===== src/rtl/normalize_param_if.sv =====
// Operand/result handshake bundle for normalize_param: upstream operand channel
// (s_*) and downstream normalized result channel (n_*) with class flags.
interface normalize_param_if #(
  parameter int EXP_W = 5,
  parameter int MAN_W = 10
);
  localparam int XW = EXP_W + 2;

  logic                    s_valid;
  logic                    s_ready;
  logic                    sign_in;
  logic [EXP_W-1:0]        exp_in;
  logic [MAN_W-1:0]        mant_in;

  logic                    n_valid;
  logic                    n_ready;
  logic                    sign_out;
  logic signed [XW-1:0]    exp_out;
  logic [MAN_W:0]          mant_out;
  logic                    is_num;
  logic                    is_zero;
  logic                    is_nan;
  logic                    is_pinf;
  logic                    is_ninf;

  modport master (
    output s_valid, sign_in, exp_in, mant_in, n_ready,
    input  s_ready, n_valid, sign_out, exp_out, mant_out,
           is_num, is_zero, is_nan, is_pinf, is_ninf
  );

  modport slave (
    input  s_valid, sign_in, exp_in, mant_in, n_ready,
    output s_ready, n_valid, sign_out, exp_out, mant_out,
           is_num, is_zero, is_nan, is_pinf, is_ninf
  );
endinterface


===== src/rtl/normalize_param.sv =====
// Classifies IEEE-style operands, normalizes subnormals to a leading-one mantissa
// with an unbiased signed exponent, and queues results in a 2-entry in-order skid buffer.
module normalize_param #(
  parameter int EXP_W = 5,
  parameter int MAN_W = 10
) (
  input  logic             clk,
  input  logic             rst,
  input  logic             enable,
  normalize_param_if.slave bus
);
  localparam int BIAS = 2**(EXP_W-1) - 1;
  localparam int XW   = EXP_W + 2;
  localparam int CW   = $clog2(MAN_W);

  if (EXP_W < 3 || EXP_W > 11 || MAN_W < 2 || MAN_W > 52 ||
      MAN_W >= 3 * 2**(EXP_W-1)) begin : g_bad_params
    $error("normalize_param: EXP_W/MAN_W outside supported range");
  end

  typedef struct packed {
    logic                 sign;
    logic signed [XW-1:0] exp;
    logic [MAN_W:0]       mant;
    logic                 zero;
    logic                 nan;
    logic                 pinf;
    logic                 ninf;
  } ent_t;

  function automatic logic [CW-1:0] f_clz(input logic [MAN_W-1:0] m);
    logic [CW-1:0] c;
    c = '0;
    // Scanning upward lets the highest set bit write last.
    for (int i = 0; i < MAN_W; i++) begin
      if (m[i]) c = CW'(MAN_W - 1 - i);
    end
    return c;
  endfunction

  function automatic ent_t f_normalize(input logic             s,
                                       input logic [EXP_W-1:0] e,
                                       input logic [MAN_W-1:0] m);
    ent_t          r;
    logic [CW-1:0] c;
    r      = '0;
    r.sign = s;
    c      = f_clz(m);
    if (e == '1) begin
      r.exp  = XW'(e);
      r.mant = {1'b0, m};
      if (m != '0)  r.nan  = 1'b1;
      else if (s)   r.ninf = 1'b1;
      else          r.pinf = 1'b1;
    end else if (e == '0) begin
      if (m == '0) begin
        r.exp  = XW'(0) - XW'(BIAS);
        r.zero = 1'b1;
      end else begin
        // Shift past the leading one so the MSB of the result is the hidden bit.
        r.exp  = XW'(0) - XW'(BIAS) - XW'(c);
        r.mant = {1'b0, m} << (32'(c) + 32'd1);
      end
    end else begin
      r.exp  = XW'(e) - XW'(BIAS);
      r.mant = {1'b1, m};
    end
    return r;
  endfunction

  ent_t       w_new_p0;
  logic       w_push_p0;
  logic       w_pop_p0;
  logic       w_wr_hi_p0;
  logic [1:0] w_cnt_nxt_p0;

  logic [1:0] r_cnt_p1;
  logic       r_s_ready_p1;
  ent_t       r_ent0_p1;
  ent_t       r_ent1_p1;
  logic       w_vld_p1;

  always_comb begin
    w_new_p0     = f_normalize(bus.sign_in, bus.exp_in, bus.mant_in);
    w_push_p0    = bus.s_valid && r_s_ready_p1 && enable;
    w_pop_p0     = (r_cnt_p1 != 2'd0) && bus.n_ready;
    w_wr_hi_p0   = (r_cnt_p1 == 2'd1) && !w_pop_p0;
    w_cnt_nxt_p0 = r_cnt_p1 + 2'(w_push_p0) - 2'(w_pop_p0);
  end

  // ---- p0 -> p1: occupancy and registered ready ----
  always_ff @(posedge clk) begin
    if (rst) begin
      r_cnt_p1     <= 2'd0;
      r_s_ready_p1 <= 1'b0;
    end else if (!enable) begin
      r_cnt_p1     <= 2'd0;
      r_s_ready_p1 <= 1'b0;
    end else begin
      r_cnt_p1     <= w_cnt_nxt_p0;
      r_s_ready_p1 <= (w_cnt_nxt_p0 != 2'd2);
    end
  end

  // Entry storage is never reset; occupancy alone decides what is visible.
  always_ff @(posedge clk) begin
    if (enable) begin
      if (w_pop_p0) r_ent0_p1 <= r_ent1_p1;
      if (w_push_p0) begin
        if (w_wr_hi_p0) r_ent1_p1 <= w_new_p0;
        else            r_ent0_p1 <= w_new_p0;
      end
    end
  end

  // ---- p1: head of buffer drives the result channel ----
  always_comb begin
    w_vld_p1     = (r_cnt_p1 != 2'd0);
    bus.s_ready  = r_s_ready_p1;
    bus.n_valid  = w_vld_p1;
    bus.sign_out = 1'b0;
    bus.exp_out  = '0;
    bus.mant_out = '0;
    bus.is_num   = 1'b0;
    bus.is_zero  = 1'b0;
    bus.is_nan   = 1'b0;
    bus.is_pinf  = 1'b0;
    bus.is_ninf  = 1'b0;
    if (w_vld_p1) begin
      bus.sign_out = r_ent0_p1.sign;
      bus.exp_out  = r_ent0_p1.exp;
      bus.mant_out = r_ent0_p1.mant;
      bus.is_zero  = r_ent0_p1.zero;
      bus.is_nan   = r_ent0_p1.nan;
      bus.is_pinf  = r_ent0_p1.pinf;
      bus.is_ninf  = r_ent0_p1.ninf;
      bus.is_num   = !(r_ent0_p1.nan || r_ent0_p1.pinf || r_ent0_p1.ninf);
    end
  end
endmodule

===== src/flat_wrapper.sv =====
// flat-port wrapper written by rule: the top's interface ports become plain ports
module normalize_param_flat 
#(
  parameter int EXP_W = 5,
  parameter int MAN_W = 10
)
  (clk, rst, enable, bus_s_valid, bus_sign_in, bus_exp_in, bus_mant_in, bus_n_ready, bus_s_ready, bus_n_valid, bus_sign_out, bus_exp_out, bus_mant_out, bus_is_num, bus_is_zero, bus_is_nan, bus_is_pinf, bus_is_ninf);
  normalize_param_if #(.EXP_W(EXP_W), .MAN_W(MAN_W)) bus_i ();
  input  logic clk;
  input  logic rst;
  input  logic enable;
  input wire logic [$bits(bus_i.s_valid)-1:0] bus_s_valid;
  input wire logic [$bits(bus_i.sign_in)-1:0] bus_sign_in;
  input wire logic [$bits(bus_i.exp_in)-1:0] bus_exp_in;
  input wire logic [$bits(bus_i.mant_in)-1:0] bus_mant_in;
  input wire logic [$bits(bus_i.n_ready)-1:0] bus_n_ready;
  output wire logic [$bits(bus_i.s_ready)-1:0] bus_s_ready;
  output wire logic [$bits(bus_i.n_valid)-1:0] bus_n_valid;
  output wire logic [$bits(bus_i.sign_out)-1:0] bus_sign_out;
  output wire logic [$bits(bus_i.exp_out)-1:0] bus_exp_out;
  output wire logic [$bits(bus_i.mant_out)-1:0] bus_mant_out;
  output wire logic [$bits(bus_i.is_num)-1:0] bus_is_num;
  output wire logic [$bits(bus_i.is_zero)-1:0] bus_is_zero;
  output wire logic [$bits(bus_i.is_nan)-1:0] bus_is_nan;
  output wire logic [$bits(bus_i.is_pinf)-1:0] bus_is_pinf;
  output wire logic [$bits(bus_i.is_ninf)-1:0] bus_is_ninf;
  assign bus_i.s_valid = bus_s_valid;
  assign bus_i.sign_in = bus_sign_in;
  assign bus_i.exp_in = bus_exp_in;
  assign bus_i.mant_in = bus_mant_in;
  assign bus_i.n_ready = bus_n_ready;
  assign bus_s_ready = bus_i.s_ready;
  assign bus_n_valid = bus_i.n_valid;
  assign bus_sign_out = bus_i.sign_out;
  assign bus_exp_out = bus_i.exp_out;
  assign bus_mant_out = bus_i.mant_out;
  assign bus_is_num = bus_i.is_num;
  assign bus_is_zero = bus_i.is_zero;
  assign bus_is_nan = bus_i.is_nan;
  assign bus_is_pinf = bus_i.is_pinf;
  assign bus_is_ninf = bus_i.is_ninf;
  normalize_param #(.EXP_W(EXP_W), .MAN_W(MAN_W)) u_core (.clk(clk), .rst(rst), .enable(enable), .bus(bus_i));
endmodule

===== config.mk =====
export PLATFORM = sky130hd
export DESIGN_NAME = normalize_param_flat
export DESIGN_NICKNAME = d
export VERILOG_FILES = /design/src/rtl/normalize_param_if.sv /design/src/rtl/normalize_param.sv /design/src/flat_wrapper.sv
export SDC_FILE = /design/constraint.sdc
export NUM_CORES = 1
export LEC_CHECK = 0
export BUFFER_PORTS_ARGS = -buffer_cell sky130_fd_sc_hd__buf_4
export CORE_AREA = 2 2 91 93
export DETAILED_ROUTE_END_ITERATION = 8
export DIE_AREA = 0 0 93 95
export GPL_ROUTABILITY_DRIVEN = 1
export PLACE_DENSITY_LB_ADDON = 0.15
export SLEW_MARGIN = 20
export SYNTH_ARGS = -nofsm -noshare
export SYNTH_HDL_FRONTEND = slang
export SYNTH_SLANG_ARGS = --single-unit

===== constraint.sdc =====
create_clock -name clk -period 3.15 [get_ports clk]
set_input_delay 0.1575 -clock clk [delete_from_list [all_inputs] [get_ports clk]]
set_output_delay 0.1575 -clock clk [all_outputs]
set_load 0.1 [all_outputs]

======== After elaboration in Yosys (flattened, before gate mapping) ========
Index checks and enable logic that the tools add are counted.
word-level totals
  logic and storage cells ................. 73
  bits in writable memories ............... 0
  latch bits .............................. 0
  memories ................................ 0
  input bits .............................. 21
  ROM bits ................................ 0
  register bits after elaboration ......... 49
cells by class
  magnitude comparators ................... 0
  reduce and logical (&&, ||, !) cells .... 14
  add/sub/neg operators ................... 5
  $mul .................................... 0
  shift operators ......................... 1
  eq/ne operators ......................... 3
  div/mod/pow operators ................... 0
  bitwise operators ....................... 1
  mux-type cells .......................... 33
operators by type and width
  cell                                                                 count
  23-bit two-way mux                                                   3
  4-bit two-way mux                                                    10
  18-bit two-way mux                                                   2
  10-bit by 32-bit left shift with 11-bit output                       1
  11-bit two-way mux                                                   2
  7-bit two-way mux                                                    2
  1-bit two-way mux                                                    12
  10-bit zero test                                                     1
  10-bit nonzero test                                                  1
  5-bit by 4-bit subtractor with 6-bit output (second input constant)  1
  5-bit by 5-bit subtractor with 6-bit output (first input constant)   1
  4-bit by 1-bit adder with 5-bit output (second input constant)       1
  5-bit == test (second input constant)                                1
  5-bit zero test                                                      1
  1-bit logical AND                                                    4
  3-bit two-way mux                                                    1
  3-bit AND reduction                                                  1
  2-bit by 1-bit adder with 2-bit output                               1
  2-bit by 1-bit == test with 1-bit output (second input constant)     1
  1-bit zero test                                                      2
  1-bit logical OR                                                     2
  2-bit two-way mux                                                    1
  2-bit != test (second input constant)                                1
  2-bit nonzero test                                                   1
  other kinds (3)                                                      3

======== Longest topological paths before layout ========
Gate-level depths: netlist of the first run.
  word-level depth ........................ 17
  gate-level depth with buffers ........... 12
  mapped depth without buffers ............ 11

======== Worst setup path before layout of the first run ========
No wires, ideal clock.
  path type ............................... reg-to-output
  start point ............................. reg u_core.r_cnt_p1[1]
  end point ............................... out bus_is_num
  required time ........................... 2992 ps
  stages on the path, launching flop included .. 4
  path buffers ............................ 1
  arrival time ............................ 3496 ps
  slack ................................... -503 ps
  cells stage by stage .................... dfxtp_1 -> nor2_1 -> clkbuf_1 -> nor4_1
between the ends
  cells in the longest elaborated chain, start to end .. 2
RTL lines
  element                 RTL line                text
  start, declared         normalize_param.sv:77   logic [1:0] r_cnt_p1;
  start signal, assigned  normalize_param.sv:100  r_cnt_p1 <= w_cnt_nxt_p0;
  2-bit nonzero test      normalize_param.sv:118  w_vld_p1 = (r_cnt_p1 != 2'd0);
  1-bit two-way mux       normalize_param.sv:129  if (w_vld_p1) begin
  end, declared           flat_wrapper.sv:22      output wire logic [$bits(bus_i.is_num)-1:0] bus_is_num;
Every way passes these cells.

======== Worst setup path in the final report of the first run ========
  start point ............................. in bus_mant_in[5]
  end point ............................... reg u_core.r_ent0_p1[12] (netlist bit), data pin
between the ends
  cells in the longest elaborated chain, start to end .. 12
  elaborated cells on any way between the ends .. 13
  classes of those cells .................. 1 x add/sub; 1 x shift; 10 x mux; 1 x reduce/logical
RTL lines
  element                                         RTL line                text
  start, declared                                 flat_wrapper.sv:15      input wire logic [$bits(bus_i.mant_in)-1:0] bus_mant_in;
  4-bit two-way mux (5 in a row)                  normalize_param.sv:36   if (m[i]) c = CW'(MAN_W - 1 - i);
  4-bit by 1-bit adder with 5-bit output          normalize_param.sv:62   r.mant = {1'b0, m} << (32'(c) + 32'd1);
  10-bit by 32-bit left shift with 11-bit output  normalize_param.sv:62
  11-bit two-way mux (*)                          normalize_param.sv:56   if (m == '0) begin
  18-bit two-way mux (*)                          normalize_param.sv:55   end else if (e == '0) begin
  18-bit two-way mux (*)                          normalize_param.sv:49   if (e == '1) begin
  23-bit two-way mux (*)                          normalize_param.sv:110  if (w_wr_hi_p0) r_ent1_p1 <= w_new_p0;
  23-bit two-way mux (*)                          normalize_param.sv:109  if (w_push_p0) begin
  end signal, assigned                            normalize_param.sv:108  if (w_pop_p0) r_ent0_p1 <= r_ent1_p1;
  end signal, assigned                            normalize_param.sv:111  else r_ent0_p1 <= w_new_p0;
  end, declared                                   normalize_param.sv:79   ent_t r_ent0_p1;
Mark *: on every way between the ends. The rest lies on a longest branch, timed or not.
A chain may end at the register's enable or synchronous reset.

==> results.ini, run 1 <==
[outcome]
status=finished, final reports clean

[die]
ios=47
row_count=33
initial_utilization_pct=43.6
die_area_sq_um=8840
core_area_sq_um=7930
die_h_microns=95
die_w_microns=93

[min_path]
hold_class=primary input to flip-flop

[sta]
fin_crit_sh_pct=84.9
fin_setup_tns_ps=0
skew_ps=10.7
hold_violations=0
rsz0062_at_grt=false
slew_violations=0
worst_slew_pin_slew_ps=699
max_freq_mhz=374
min_period_ps=2680
timing.hold.ws_ps=78.9
setup_viol=0
max-slew-margin-rel_pct=53.4

[logic_synthesis]
ys_top_cells_by_area=edfxtp_1, nand2_1, nor2b_1
synthesis.nets=413
synth_area_sq_um=3450
synth_edf_count=45
async_reset_ff_share_pct=0
postSynthAreaPerCell_sq_um=9.00
yosysWarnings=0
ys_top_cells_by_count=nand2_1, edfxtp_1, nor2_1
yosys.area.top_type=edfxtp_1
syn_inst=384
ys_ff_latch=48
synth_top_area_share_pct=39.1
synth_flop_cell=edfxtp_1
ys_seq_area_share_pct=40.9
ys_types=70
synth.most_common_cell=nand2_1

[global_route]
antenna_found_initial=0
grt_pass1_vias=2842
grt_pass1_wl_microns=14500
grt_max_degree=26
groute.usage.overall_pct=20.8
grt_overflow_total=0

[finish]
drive_above_1_share_pct=22.5
fillCellCount=764
synthToLayoutAreaGrowth_pct=18.1
fin_nets=463
area.sequential_sq_um=1410
diodes=0
multi_input_area_sq_um=1860

[detailed_routing]
vias=3064
postRouteAntennaNets=0
drt_wl_total_microns=8950
wl_per_cell_microns=16.6
firstDrtPassIters=5
vias_per_cell=5.67
drtIter0Drc=196
drc=0

[clocking]
cts_tree=done
ctsResizeCount=0
cts_hold_buf=0
post_cts_buffers=0
clkLatencyLatePin_ps=300
clk_path_buf_depth=2
cts_buffers=5
clk_pin_slew_ps=90
clock-root-buffer=clkbuf_8
cts.sinks=48
htree_levels=2

[worst_setup_path]
crit_fanout=9
crit_start=bus_mant_in[5]
r2r-end=u_core.bus.s_ready
critical_path_required_ps=3190
reg2regPathDepth=9
critPathKind=primary input to flip-flop
worstPathArrival_ps=2720
crit_path_start_kind=primary input
reg2reg_slack_ps=1040
rr_startpoint=u_core.r_cnt_p1[1]
crit_path_end=u_core.r_ent0_p1[12]
end_kind=flip-flop

[power_and_ir_drop]
power_mw=1.44
power.density_nw_per_um2=352
cellLeakagePower_nw=1.61
max-vdd-ir-drop_mv=0.142

[placement]
port_buffers=46
dp_hpwl_microns=6560
gp_congestion=0.909

[job]
maxCapViolCount=0

[through the flow]
step                      utilization [%]  area [sq um]  worst slack [ps]  cells
after floorplan                         -          3460               296    384
after global placement               50.4          3990               247    532
after detailed placement             50.4          3990               202    532
after CTS                            51.5          4080               509    540
after global routing                 51.5          4080               276    540
final                                51.5          4080               475    540
[layer usage]
metal / vias to the layer above / track usage (%) / routed length, microns
met5: - / 0 / 0
met4: 0 / 5.27 / 76
li1: 1503 / - / -
met2: 127 / 34.6 / 4240
met1: 1426 / 28.9 / 4040
met3: 8 / 2.71 / 593
[cells by family (layout without fill, tap and decap cells)]
kind of cell / Yosys count / after routing / share of synthesized area [%]
xor gates and xnor gates: 4 / 4 / 1.01
adders and majority gates: 8 / 8 / 2.90
and+or+nand+nor: 165 / 165 / 25.1
DFF: 48 / 48 / 40.9
AOI/OAI and AO/OA: 105 / 105 / 20.8
buffers and inverters: 45 / 96 / 5.50
muxes: 9 / 9 / 3.84
[flip-flops by register name, summed over array words and instances (netlist names)]
name and cells:
u_core.r_ent1_p1 22, u_core.bus.s_ready 1, u_core.r_cnt_p1 2, u_core.r_ent0_p1 23
[critical path: stages]
cell and delay [ps]:
buf_4 150, o31ai_1 340, nand2_1 130, inv_1 90
ha_1 150, or3b_2 440, a2111o_1 420, and3b_1 210
or2_2 310, a32oi_1 210, o31ai_1 110
[how the worst min path moves through the flow]
stage                start                    to  slack (ps)  cells after the start
4_1_cts        bus_sign_in  u_core.r_ent1_p1[22]          70                      1
2_1_floorplan  bus_sign_in  u_core.r_ent1_p1[22]         260                      0
3_5_place_dp   bus_sign_in  u_core.r_ent1_p1[22]         380                      1
3_3_place_gp   bus_sign_in  u_core.r_ent1_p1[22]         380                      1
5_1_grt        bus_sign_in  u_core.r_ent1_p1[22]          60                      1
6_report       bus_sign_in  u_core.r_ent1_p1[22]          80                      1
[cell type report]
class / instances / area share (%)
Multi-Input combinational cell: 291 / 45.6
Clock buffer: 5 / 1.69
Sequential cell: 48 / 34.6
Timing Repair Buffer: 69 / 12.7
Inverter: 19 / 1.75
Clock inverter: 3 / 0.429
Tap cell: 105 / 3.22
[power by group]
group          total (mW)  internal, mW  switching, mW
combinational       0.338         0.131          0.207
sequential          0.741         0.728         0.0124
clock               0.358         0.155          0.203
total                1.44          1.01          0.422
[cell usage in the layout (no fill, tap or decap), drive strengths merged, types with 3 or more instances in the layout]
cell     n
a31oi   14
o31a     4
or3b     3
a21boi   3
nor4     3
o21ai   21
nand3    9
and2     4
nand2b  10
a21o     4
nor3b    3
or2      4
and3     4
ha       8
a211oi   3
a21oi   27
or4      3
edfxtp  45
nor2    27
clkbuf   5
o31ai    6
o22ai    4
nand2   56
buf     69
or3      3
clkinv   3
dfxtp    3
mux4     3
mux2i    5
nor2b   26
nor3     4
inv     19
Power figures use the tool's default switching activity.
==> inputs of run 2 (changes only) <==
Settings changed: ABC_AREA set to 1, CORE_AREA 2 2 91 93 to 2 2 89 91, DIE_AREA 0 0 93 95 to 0 0 91 93.
Clock period 3.15 ns to 2.7 ns, I/O delays scaled along.
==> run 2 against run 1 <==
- register-to-register slack worse by 110 ps
- synthesized cell count is 8.1% higher
- final area fell by 5.3%
- sequential power up 16%
- flip-flop and latch count is the same
- cell count rose by 5.2%
- global-route usage decreased by 2.1 points
- non-clock buffer count down 14
- die area shrank 4.2%
- largest cell class unchanged
- largest power group unchanged
==> results.ini, run 2 <==
[worst_setup_path]
critPathKind=primary input to flip-flop
critical_path_required_ps=2750
path_buf_inv=3
crit_start=bus_mant_in[2]
crit_path_start_kind=primary input
crit_path_top_delay_cell=ha_1
rr_startpoint=u_core.r_cnt_p1[1]
slowest_delay_ps=320
crit_fanout=17
worstPathCellList=buf_4 > inv_2 > nand2_1 > nand2_1 > nand2_1 > nand2_1 > nand2_2 > nand2_4 > nand2_8 > ha_1 > clkinv_1 > nor2_1 > a211oi_2 > nor2_1 > o21ai_1 > nand2_1 > nand2_1 > nand3_1 > nand2_1
worstPathArrival_ps=2130
path_delay_family=simple AND/OR/NAND/NOR gates
timing.critical_path.mode_cell=nand2_1
end_kind=flip-flop

[sta]
slew_violations=0
worst_slew_pin_slew_ps=581
setup_viol=0
max_freq_mhz=480
min_period_ps=2080
fin_setup_tns_ps=0
rsz0062_at_grt=false
fin_crit_sh_pct=77.1
timing.hold.ws_ps=44.3
hold_violations=0
skew_ps=13.6
max-slew-margin-rel_pct=61.2

[logic_synthesis]
ys_top_cells_by_count=nand2_1, inv_1, nor2_1
ys_top_cells_by_area=edfxtp_1, nand2_1, inv_1
yosys.area.top_type=edfxtp_1
syn_inst=415
synth_edf_count=45
synth_area_sq_um=3260
synth_top_area_share_pct=41.4
synth.most_common_cell=nand2_1
async_reset_ff_share_pct=0
postSynthAreaPerCell_sq_um=7.87
ys_ff_latch=48
yosysWarnings=0
ys_seq_area_share_pct=43.2
synth_flop_cell=edfxtp_1
ys_types=41
synthesis.nets=444

[placement]
port_buffers=46
dp_hpwl_microns=5610
gp_congestion=0.869
placed_area_sq_um=3750
dp.cells=560

[finish]
largest_reg_flops=23
regMostFlops=u_core.r_ent0_p1
layout_commonest_cell=nand2_1
finalNonFillerCells=568
diodes=0
reg.largest.list=u_core.r_ent0_p1 (23), u_core.r_ent1_p1 (22), u_core.r_cnt_p1 (2)
drive_above_1_share_pct=22.1
final_cell_mix=nand2_1, inv_1, buf_4
synthToLayoutAreaGrowth_pct=18.3
fin_area_sq_um=3860
fin_nets=494

[clocking]
cts_hold_buf=0
clk_path_buf_depth=2
clk_pin_slew_ps=100
cts.sinks=48
post_cts_buffers=0
cts_buffers=5
clock-root-buffer=clkbuf_8
clkLatencyLatePin_ps=300
ctsResizeCount=0
htree_levels=2
cts_tree=done

[power_and_ir_drop]
power.density_nw_per_um2=453
max-vdd-ir-drop_mv=0.198
cellLeakagePower_nw=1.83

[die]
core_area_sq_um=7530
initial_utilization_pct=43.4
ios=47
die_w_microns=91
die_h_microns=93
die_area_sq_um=8460
row_count=32

[global_route]
grt_pass1_vias=2630
grt_overflow_total=0
grt_max_degree=28
grt_pass1_wl_microns=12700
groute.usage.overall_pct=18.8
antenna_found_initial=0

[detailed_routing]
vias=2764
postRouteAntennaNets=0
vias_per_cell=4.87
drt_wl_total_microns=7640
drc=0
wl_per_cell_microns=13.4
firstDrtPassIters=4
drtIter0Drc=114

[min_path]
hold_class=primary input to flip-flop
min_from=bus_sign_in

[outcome]
status=finished, final reports clean

[job]
maxCapViolCount=0

run 2: worst paths after layout:
kind / to / slack, ps / depth (start not counted)
setup reg to reg: u_core.bus.s_ready / 930 / 10
hold / removal: u_core.r_ent1_p1[22] / 40 / 1
setup / recovery: u_core.r_ent0_p1[14] / 620 / 19
hold reg to reg: u_core.r_ent0_p1[11] / 580 / 2
run 2: routing by layer:
metal / track usage (%) / vias up / wire length, microns / share of wire, %
met5: 0 / - / 0 / 0
met4: 5.05 / 0 / 68 / 0.89
met3: 2.26 / 6 / 302 / 4.0
met2: 31.7 / 63 / 3560 / 47
met1: 25.6 / 1238 / 3710 / 49
li1: - / 1457 / - / -
run 2: kinds of logic (layout without fill, tap and decap cells):
logic type                 Yosys count  count (layout)  share of synthesized area (%)
and+or+nand+nor                    209             209                           29.6
xor gates and xnor gates             4               4                           1.65
DFF                                 48              48                           43.2
AOI/OAI and AO/OA                   67              67                           12.7
buffers and inverters               79             130                           9.70
adders and majority gates            8               8                           3.07
run 2: final cells by class:
| class | instances | area, sq um |
|---|---|---|
| Sequential cell | 48 | 1410 |
| Inverter | 67 | 254 |
| Timing Repair Buffer | 55 | 413 |
| Multi-Input combinational cell | 288 | 1550 |
| Clock inverter | 3 | 42.5 |
| Tap cell | 102 | 128 |
| Fill cell | 756 | 3660 |
| Clock buffer | 5 | 68.8 |
run 2: power by group:
group / total [mW] / internal, mW / switching (mW)
clock network: 0.513 / 0.274 / 0.239
logic: 0.374 / 0.123 / 0.251
registers: 0.862 / 0.851 / 0.0106
total: 1.75 / 1.25 / 0.501
run 2: stage by stage:
stage / total power, mW / util, % / setup WS [ps]
detailed placement: 1.25 / 49.8 / 315
CTS: 1.77 / 51.3 / 617
global placement: 1.25 / 49.8 / 370
finish: 1.75 / 51.3 / 617
global route: 1.84 / 51.3 / 402
floorplan: 1.15 / - / 113
